===== src/rtl/i2c_slave.sv =====
// I2C target endpoint: START/STOP detection, 7-bit address match, write bytes out on a
// byte stream, read bytes from a byte source with SCLK stretching and a stretch timeout.
module i2c_slave #(
  parameter logic [6:0] SLAVE_ADDR    = 7'h42,
  parameter logic [7:0] STRETCH_LIMIT = 8'hBF
) (
  input  logic       clock_i,
  input  logic       reset_i,
  input  logic       i2c_sclk_i,
  input  logic       i2c_sdat_i,
  output logic       i2c_sclk_o,
  output logic       i2c_sdat_o,
  output logic       start_o,
  output logic       rw_o,
  output logic       data_valid_o,
  output logic [7:0] data_o,
  input  logic       rx_ready_i,
  output logic       data_read_o,
  input  logic [7:0] data_i,
  input  logic       data_available_i,
  output logic       stop_o,
  output logic       busy_o,
  output logic       error_o
);

  typedef enum logic [2:0] {
    IDLE, ADDR, ADDR_ACK, WR_DATA, WR_ACK, LOAD, RD_DATA, RD_ACK
  } state_t;

  state_t      state_q, state_d;
  logic [1:0]  sclkSync_q, sdatSync_q;
  logic        sclkPrev_q, sdatPrev_q;
  logic [2:0]  bitCnt_q, bitCnt_d;
  logic [7:0]  shift_q, shift_d;
  logic [7:0]  data_q, data_d;
  logic [7:0]  stretch_q, stretch_d;
  logic        sdatOut_q, sdatOut_d;
  logic        sclkOut_q, sclkOut_d;
  logic        rw_q, rw_d;
  logic        busy_q, busy_d;
  logic        error_q, error_d;
  logic        phase_q, phase_d;
  logic        nack_q, nack_d;
  logic        start_q, start_d;
  logic        dataValid_q, dataValid_d;
  logic        dataRead_q, dataRead_d;
  logic        stop_q, stop_d;
  logic        doLoad;

  logic sclkLvl, sdatLvl, sclkRise, sclkFall, startCond, stopCond;

  assign sclkLvl   = sclkSync_q[1];
  assign sdatLvl   = sdatSync_q[1];
  assign sclkRise  = sclkLvl & ~sclkPrev_q;
  assign sclkFall  = ~sclkLvl & sclkPrev_q;
  assign startCond = sclkLvl & sclkPrev_q & sdatPrev_q & ~sdatLvl;
  assign stopCond  = sclkLvl & sclkPrev_q & ~sdatPrev_q & sdatLvl;

  // Two-flop synchronizer plus one history flop per line for edge detection.
  always_ff @(posedge clock_i) begin
    if (reset_i) begin
      sclkSync_q <= 2'b11;
      sdatSync_q <= 2'b11;
      sclkPrev_q <= 1'b1;
      sdatPrev_q <= 1'b1;
    end else begin
      sclkSync_q <= {sclkSync_q[0], i2c_sclk_i};
      sdatSync_q <= {sdatSync_q[0], i2c_sdat_i};
      sclkPrev_q <= sclkSync_q[1];
      sdatPrev_q <= sdatSync_q[1];
    end
  end

  always_comb begin
    state_d     = state_q;
    bitCnt_d    = bitCnt_q;
    shift_d     = shift_q;
    data_d      = data_q;
    stretch_d   = stretch_q;
    sdatOut_d   = sdatOut_q;
    sclkOut_d   = sclkOut_q;
    rw_d        = rw_q;
    busy_d      = busy_q;
    error_d     = error_q;
    phase_d     = phase_q;
    nack_d      = nack_q;
    start_d     = 1'b0;
    dataValid_d = 1'b0;
    dataRead_d  = 1'b0;
    stop_d      = 1'b0;
    doLoad      = 1'b0;

    if (startCond) begin
      state_d   = ADDR;
      bitCnt_d  = 3'd7;
      sdatOut_d = 1'b1;
      sclkOut_d = 1'b1;
      busy_d    = 1'b0;
      error_d   = 1'b0;
      phase_d   = 1'b0;
    end else if (stopCond) begin
      state_d   = IDLE;
      sdatOut_d = 1'b1;
      sclkOut_d = 1'b1;
      stop_d    = busy_q;
      busy_d    = 1'b0;
    end else begin
      unique case (state_q)
        ADDR: begin
          if (sclkRise) begin
            shift_d  = {shift_q[6:0], sdatLvl};
            bitCnt_d = bitCnt_q - 3'd1;
            // The first seven bits are the address, the incoming eighth bit is R/W.
            if (bitCnt_q == 3'd0) begin
              if (shift_q[6:0] == SLAVE_ADDR) begin
                rw_d    = sdatLvl;
                phase_d = 1'b0;
                state_d = ADDR_ACK;
              end else begin
                state_d = IDLE;
              end
            end
          end
        end
        ADDR_ACK: begin
          if (sclkFall) begin
            if (!phase_q) begin
              sdatOut_d = 1'b0;
              busy_d    = 1'b1;
              start_d   = 1'b1;
              phase_d   = 1'b1;
            end else begin
              sdatOut_d = 1'b1;
              if (rw_q) begin
                doLoad = 1'b1;
              end else begin
                bitCnt_d = 3'd7;
                state_d  = WR_DATA;
              end
            end
          end
        end
        WR_DATA: begin
          if (sclkRise) begin
            shift_d  = {shift_q[6:0], sdatLvl};
            bitCnt_d = bitCnt_q - 3'd1;
            if (bitCnt_q == 3'd0) begin
              data_d      = {shift_q[6:0], sdatLvl};
              dataValid_d = 1'b1;
              phase_d     = 1'b0;
              state_d     = WR_ACK;
            end
          end
        end
        WR_ACK: begin
          if (sclkFall) begin
            if (!phase_q) begin
              sdatOut_d = ~rx_ready_i;
              phase_d   = 1'b1;
            end else begin
              sdatOut_d = 1'b1;
              bitCnt_d  = 3'd7;
              state_d   = WR_DATA;
            end
          end
        end
        LOAD: begin
          if (data_available_i) begin
            doLoad = 1'b1;
          end else if (stretch_q == STRETCH_LIMIT) begin
            // Give up waiting: free the clock and shift out all ones.
            error_d   = 1'b1;
            sclkOut_d = 1'b1;
            shift_d   = 8'hFF;
            sdatOut_d = 1'b1;
            bitCnt_d  = 3'd7;
            state_d   = RD_DATA;
          end else begin
            stretch_d = stretch_q + 8'd1;
          end
        end
        RD_DATA: begin
          if (sclkFall) begin
            if (bitCnt_q != 3'd0) begin
              shift_d   = {shift_q[6:0], 1'b1};
              sdatOut_d = shift_q[6];
              bitCnt_d  = bitCnt_q - 3'd1;
            end else begin
              sdatOut_d = 1'b1;
              phase_d   = 1'b0;
              state_d   = RD_ACK;
            end
          end
        end
        RD_ACK: begin
          if (sclkRise) begin
            nack_d  = sdatLvl;
            phase_d = 1'b1;
          end else if (sclkFall && phase_q) begin
            if (!nack_q) begin
              doLoad = 1'b1;
            end else begin
              busy_d  = 1'b0;
              state_d = IDLE;
            end
          end
        end
        default: begin
          state_d = IDLE;
        end
      endcase

      // Fetch the next read byte now, or start stretching SCLK until it arrives.
      if (doLoad) begin
        if (data_available_i) begin
          shift_d    = data_i;
          sdatOut_d  = data_i[7];
          sclkOut_d  = 1'b1;
          dataRead_d = 1'b1;
          bitCnt_d   = 3'd7;
          state_d    = RD_DATA;
        end else begin
          sdatOut_d = 1'b1;
          sclkOut_d = 1'b0;
          stretch_d = 8'd0;
          state_d   = LOAD;
        end
      end
    end
  end

  always_ff @(posedge clock_i) begin
    if (reset_i) begin
      state_q     <= IDLE;
      bitCnt_q    <= 3'd7;
      shift_q     <= 8'h00;
      data_q      <= 8'h00;
      stretch_q   <= 8'h00;
      sdatOut_q   <= 1'b1;
      sclkOut_q   <= 1'b1;
      rw_q        <= 1'b0;
      busy_q      <= 1'b0;
      error_q     <= 1'b0;
      phase_q     <= 1'b0;
      nack_q      <= 1'b1;
      start_q     <= 1'b0;
      dataValid_q <= 1'b0;
      dataRead_q  <= 1'b0;
      stop_q      <= 1'b0;
    end else begin
      state_q     <= state_d;
      bitCnt_q    <= bitCnt_d;
      shift_q     <= shift_d;
      data_q      <= data_d;
      stretch_q   <= stretch_d;
      sdatOut_q   <= sdatOut_d;
      sclkOut_q   <= sclkOut_d;
      rw_q        <= rw_d;
      busy_q      <= busy_d;
      error_q     <= error_d;
      phase_q     <= phase_d;
      nack_q      <= nack_d;
      start_q     <= start_d;
      dataValid_q <= dataValid_d;
      dataRead_q  <= dataRead_d;
      stop_q      <= stop_d;
    end
  end

  assign i2c_sclk_o   = sclkOut_q;
  assign i2c_sdat_o   = sdatOut_q;
  assign start_o      = start_q;
  assign rw_o         = rw_q;
  assign data_valid_o = dataValid_q;
  assign data_o       = data_q;
  assign data_read_o  = dataRead_q;
  assign stop_o       = stop_q;
  assign busy_o       = busy_q;
  assign error_o      = error_q;

endmodule


===== config.mk =====
export PLATFORM = sky130hd
export DESIGN_NAME = i2c_slave
export DESIGN_NICKNAME = d
export VERILOG_FILES = /design/src/rtl/i2c_slave.sv
export SDC_FILE = /design/constraint.sdc
export NUM_CORES = 1
export LEC_CHECK = 0
export CORE_UTILIZATION = 56
export DETAILED_ROUTE_END_ITERATION = 7
export GPL_ROUTABILITY_DRIVEN = 0
export GPL_TIMING_DRIVEN = 0
export PLACE_DENSITY = 0.78
export SLEW_MARGIN = 20
export SYNTH_ARGS = -nofsm -noshare
export SYNTH_HDL_FRONTEND = slang
export SYNTH_SLANG_ARGS = --single-unit

===== constraint.sdc =====
create_clock -name clock_i -period 2.05 [get_ports clock_i]
set_input_delay 0.3075 -clock clock_i [delete_from_list [all_inputs] [get_ports clock_i]]
set_output_delay 0.3075 -clock clock_i [all_outputs]
set_load 0.02 [all_outputs]

* Word-level counts from Yosys, hierarchy flattened
Cells that the tools add are included. Widths: inputs -> output; s select.
Word-level totals: register bits 47, memory bits (read-only) 0, bits in latches 0, output and inout port bits 17, memory bits (writable) 0, word-level logic and storage cells 215, memories kept 0, input port bits 14
Cells by class: add/subtract/negate cells 2, order comparisons 0, equality and inequality tests 56, muxes and demuxes 89, reductions and logical operators 27, shift-type cells 0, div/mod/pow operators 0, multiply operators 0, bitwise operators 20
Operator list (count):
- $mux 8 | 12
- $mux 3 | 29
- $ne 5x5->1 const B | 16
- $ne 3x3->1 const B | 16
- $mux 1 | 39
- $reduce_and 16->1 | 2
- $ne 2x2->1 const B | 13
- $pmux 8 s3 | 1
- $pmux 3 s7 | 1
- $reduce_and 6->1 | 3
- $pmux 3 s5 | 1
- $not 1->1 | 13
- $eq 3x3->1 const B | 4
- $reduce_and 11->1 | 1
- $reduce_bool 5->1 | 2
- $reduce_or 5->1 | 2
- $add 8x1->8 const B | 1
- $eq 8x8->1 const B | 1
- $reduce_and 4->1 | 2
- $and 1x1->1 | 7
- $eq 7x7->1 const B | 1
- $eq 3x2->1 const B | 2
- $reduce_bool 2->1 | 3
- $reduce_or 2->1 | 3
- other kinds (16) | 19

* Longest topological paths before layout
word-level depth 11, mapped depth 9, depth with buffers taken out 8

* Worst setup path after synthesis
OpenSTA, ideal clock, no wires.
path type reg2reg, start point reg rw_q (netlist: rw_o), end point reg shift_q[1], data required time 1.926 ns, cell stages (with the launch flop) 7, library setup time 0.124 ns, data arrival time 1.692 ns, slack 0.234 ns, buffers on the path 0, clock period less this slack 1.816 ns, cell sequence dfxtp_1 -> nor3b_1 -> o211ai_4 -> a2bb2o_1 -> a21oi_1 -> nor2_1 -> o2bb2ai_1
Between the ends: longest elaborated chain between the ends 7
Ends and longest elaborated chain:
- from (decl) | line 39 | logic rw_q, rw_d;
- from (signal assigned) | line 258 | rw_q <= rw_d;
- $mux 1 | line 134 | if (rw_q) begin
- $mux 1 | line 127 | if (!phase_q) begin
- $mux 1 | line 126 | if (sclkFall) begin
- $pmux 1 s3 | line 108 | unique case (state_q)
- $mux 1 | line 101 | end else if (stopCond) begin
- $mux 1 | line 93 | if (startCond) begin
- $mux 8 | line 214 | if (doLoad) begin
- to (signal assigned) | line 253 | shift_q <= shift_d;
- to (decl) | line 34 | logic [7:0] shift_q, shift_d;
Every way passes these cells. The select of a mux whose other input is x is not followed. A chain may end at the register's enable or synchronous reset.

* Worst setup path after layout
start point reg state_q[1], end point reg state_q[0]
Between the ends: longest elaborated chain between the ends 7, elaborated cells on any way between the ends 31, classes of those cells 23 x eq/ne; 7 x mux; 1 x reduce/logical
Ends and longest elaborated chain:
- from (decl) | line 30 | state_t state_q, state_d;
- from (signal assigned) | line 251 | state_q <= state_d;
- parallel branches: the longest is 7 deep, another holds $reduce_and 16->1
Several ways; the timed one is not identified. The select of a mux whose other input is x is not followed.

==> results.txt <==
----------------------------------------------------
[Global routing]
  Antenna violations before repair ... 0
  Pin count of the biggest net entering global routing ... 15
  GRT Total Usage ... 29.84%
  Overflow left after global routing ... 0
  First-pass GRT wire length ... 11630 um
  Via count of the first global-routing pass ... 2408

[STA]
  Actual transition at the worst max-transition pin ... 0.6051 ns
  Post-route fraction of the period consumed by the critical path ... 98.54%
  Setup repair after global routing missed its margin ... true
  Post-layout minimum cycle time ... 2.020 ns
  Count of endpoints failing setup in the final report ... 0
  Worst clock skew ... 0.01195 ns
  Count of final hold-check violations ... 0
  Fmax ... 0.4951 GHz
  Worst slew slack as a fraction of its limit ... 59.66%
  Max Slew Vio Count ... 0
  Setup Total Neg Slack ... 0 ns
  Final setup margin ... 0.03001 ns

[Worst setup path]
  Maximum fanout count along the critical path ... 10
  CP cell instances ... buf_2 -> inv_1 -> a31oi_1 -> o2111ai_1 -> o211ai_2 -> nor2b_4 -> mux2_4
  Stage delay of the slowest cell on the critical path ... 0.49 ns
  Critical-path cell with the highest stage delay ... dfxtp_1
  Worst EP arrival ... 2.23 ns
  Critical path data required time ... 2.26 ns
  Startpoint-to-endpoint class of the critical path ... register to register
  Element type at the critical path end ... register
  Worst reg2reg path depth ... 7
  Startpoint type of the worst setup path ... register

[Routing]
  Detailed Routing Iterations Pass 1 ... 7
  DRC ... 0
  Post-Route WL ... 7231 um
  Mean number of vias per cell ... 6.565
  Overall via count from detail_route ... 2593
  Initial DRC Count ... 285
  Antenna viol nets, final ... 0
  Wire length per cell ... 18.31 um

[Worst hold path]
  Number of cells on the worst hold path ... 2
  Hold crit path type ... primary input to register

[Layout]
  Fraction of final layout cells sized beyond drive strength 1 ... 17.20%
  Non-filler instance count after layout ... 395
  Filler instances ... 368
  Area growth syn-to-layout ... 19.42%
  Count of antenna diodes in the layout ... 0
  Final net count ... 359

[Power]
  Pleak ... 1.238 nW
  PD cells ... 675.3 nW/um2
  Max rail drop VDD ... 0.3914 mV

[Clock network]
  Total number of clock tree sinks ... 46
  Clk Tree Root Cell ... clkbuf_8
  CTS buffer count ... 5
  Hold buffer count at CTS ... 0
  Maximum level of the CTS H-tree ... 2
  Clock Path Buffers ... 2
  Clock tree from TritonCTS ... built
  Clock transition at the registers of the reported paths ... 0.10 ns
  Worst skew pair latency ... 0.31 ns

[Flow run]
  Max-capacitance violation count ... 0

[Place]
  Total placed cells including tap cells ... 388
  Post-placement setup slack ... -0.3051 ns
  Half-perimeter wire length of the detailed placement result ... 4900 um
  Buffers added on ports ... 29

[Floorplanning]
  Ports ... 31
  Die Wd ... 70.86 um
  Core Footprint ... 4444 um2
  Die footprint ... 5020 um2
  Starting density of the core ... 59.74%
  Die Height ... 70.86 um
  Number of placement rows ... 24

[Synthesis]
  Count of flip-flops with a built-in enable after synthesis ... 0
  Syn_nets ... 324
  Fraction of registers with async set or reset after synthesis ... 0%
  Number of instances in the synthesized netlist ... 307
  Portion of the post-synthesis area used by sequential elements ... 34.68%
  Number of distinct standard cells referenced by the synthesized netlist ... 70
  Yosys warning count ... 0
  Post-synthesis register bit count ... 46
  Cell area after technology mapping ... 2655 um2
  Syn_area_per_cell ... 8.648 um2
  Primary FF master, synth ... dfxtp_1

[Outcome]
  Run status ... finished clean

----------------------------------------------------
-- cells in the final DEF (no fill, tap or decap), types with 4 or more instances in the layout --
cell type and count:
mux2i_1 10, o21ai_0 7, a22oi_1 4, o22ai_1 6, a311oi_1 5, nor3b_1 4, o2bb2ai_1 4, a221oi_1 5
nand2_1 15, buf_6 4, a21oi_1 19, nor3_1 4, clkbuf_8 5, nor4_1 4, nor2b_1 5, nand3_1 6
nor2_1 39, clkbuf_1 5, nand2b_1 7, and3_1 4, clkdlybuf4s50_1 28, a211oi_1 6, or2_2 6, dfxtp_1 43
inv_1 8
-- per-stage QoR --
| stage | cell area, um2 | hold WS (ns) | power (W) | util [%] |
|---|---|---|---|---|
| final | 3171 | 0.3223 | 0.002141 | 71.34 |
| after global routing | 3171 | 0.3260 | 0.002231 | 71.34 |
| after CTS | 3097 | 0.3092 | 0.002083 | 69.68 |
| after detailed placement | 3010 | 0.3945 | 0.001522 | 67.74 |
| after global placement | 3010 | 0.3911 | 0.001513 | 67.74 |
| after floorplan | 2655 | 0.3895 | 0.001389 | - |
-- cells by family (layout without fill, tap and decap cells) --
| kind of cell | count (synthesis) | in the layout | share of synthesized area [%] |
|---|---|---|---|
| muxes | 11 | 11 | 4.336 |
| and+or+nand+nor | 123 | 123 | 25.92 |
| adders and majority gates | 3 | 3 | 1.414 |
| AOI/OAI and AO/OA | 93 | 93 | 26.96 |
| buffers and inverters | 28 | 64 | 5.702 |
| xor gates and xnor gates | 3 | 3 | 0.9898 |
| DFF | 46 | 46 | 34.68 |
-- path summary, 6_finish.rpt --
| kind | start | end | slack (ns) |
|---|---|---|---|
| setup reg to reg | state_q[1] | state_q[0] | 0.03 |
| setup / recovery | state_q[1] | state_q[0] | 0.03 |
| hold / removal | reset_i | data_valid_o | 0.32 |
| hold reg to reg | sclkSync_q[0] | sclkSync_q[1] | 0.41 |
-- synthesized netlist by cell type, types with 3 or more instances --
library cell,n,area [um2]
nor3b_1,5,37.54
o21ai_0,7,35.03
o22ai_1,6,37.54
buf_2,7,35.03
a221oi_1,5,43.79
a22oi_1,4,30.03
ha_1,3,37.54
nor4_1,4,25.02
dfxtp_1,46,920.9
nor2b_1,8,50.05
mux2i_1,10,100.1
nand2_1,15,56.30
a21oi_1,19,95.09
a31oi_1,3,18.77
nand2b_1,8,50.05
nor3_1,4,20.02
clkbuf_1,7,26.28
buf_6,4,45.04
and3_1,4,25.02
a311oi_1,5,43.79
o2bb2ai_1,4,35.03
nand3_1,7,35.03
nand3b_1,3,22.52
a211oi_1,6,45.04
or2_2,6,37.54
inv_1,8,30.03
o21ai_1,3,15.01
nor2_1,39,146.4
-- metal layers --
layer  routed length (um)  vias up  part of all wire (%)  track usage (%)
li1                     -     1221                     -                -
met3                  540       29                   7.5            4.416
met5                    0        -                     0                0
met4                  204        0                   2.8            12.00
met1                 3117     1211                    43            40.11
met2                 3369      132                    47            48.29
-- where the power goes --
group	switching, W	internal [W]
Sequential	0.0000546	0.000931
Clock	0.000334	0.000242
Combinational	0.000323	0.000257
-- critical path, delay by kind of cell (launching register included) --
kind	cells	cell delay, ns
flip-flops	1	0.49
AO/OA/AOI/OAI	3	0.48
multiplexers	1	0.29
buffers and inverters	2	0.47
AND/OR/NAND/NOR	1	0.19
-- cell type report --
| type | count | area, um2 | area share, % |
|---|---|---|---|
| multi-input cells | 233 | 1642 | 51.78 |
| inverters | 8 | 30.03 | 0.9471 |
| well taps | 52 | 65.06 | 2.052 |
| plain buffers | 19 | 130.1 | 4.104 |
| repair buffers | 29 | 292.8 | 9.234 |
| flip-flops and latches | 46 | 924.6 | 29.16 |
| clock inverters | 2 | 13.76 | 0.4341 |
| clock buffers | 6 | 72.57 | 2.289 |
-- repair_timing --
| action | 4_1_cts | 5_1_grt |
|---|---|---|
| gates resized for setup | 0 | 25 |
| setup buffers | 0 | 0 |
| setup endpoints to repair | 0 | 30 |
(Power assumes the default switching activity.)
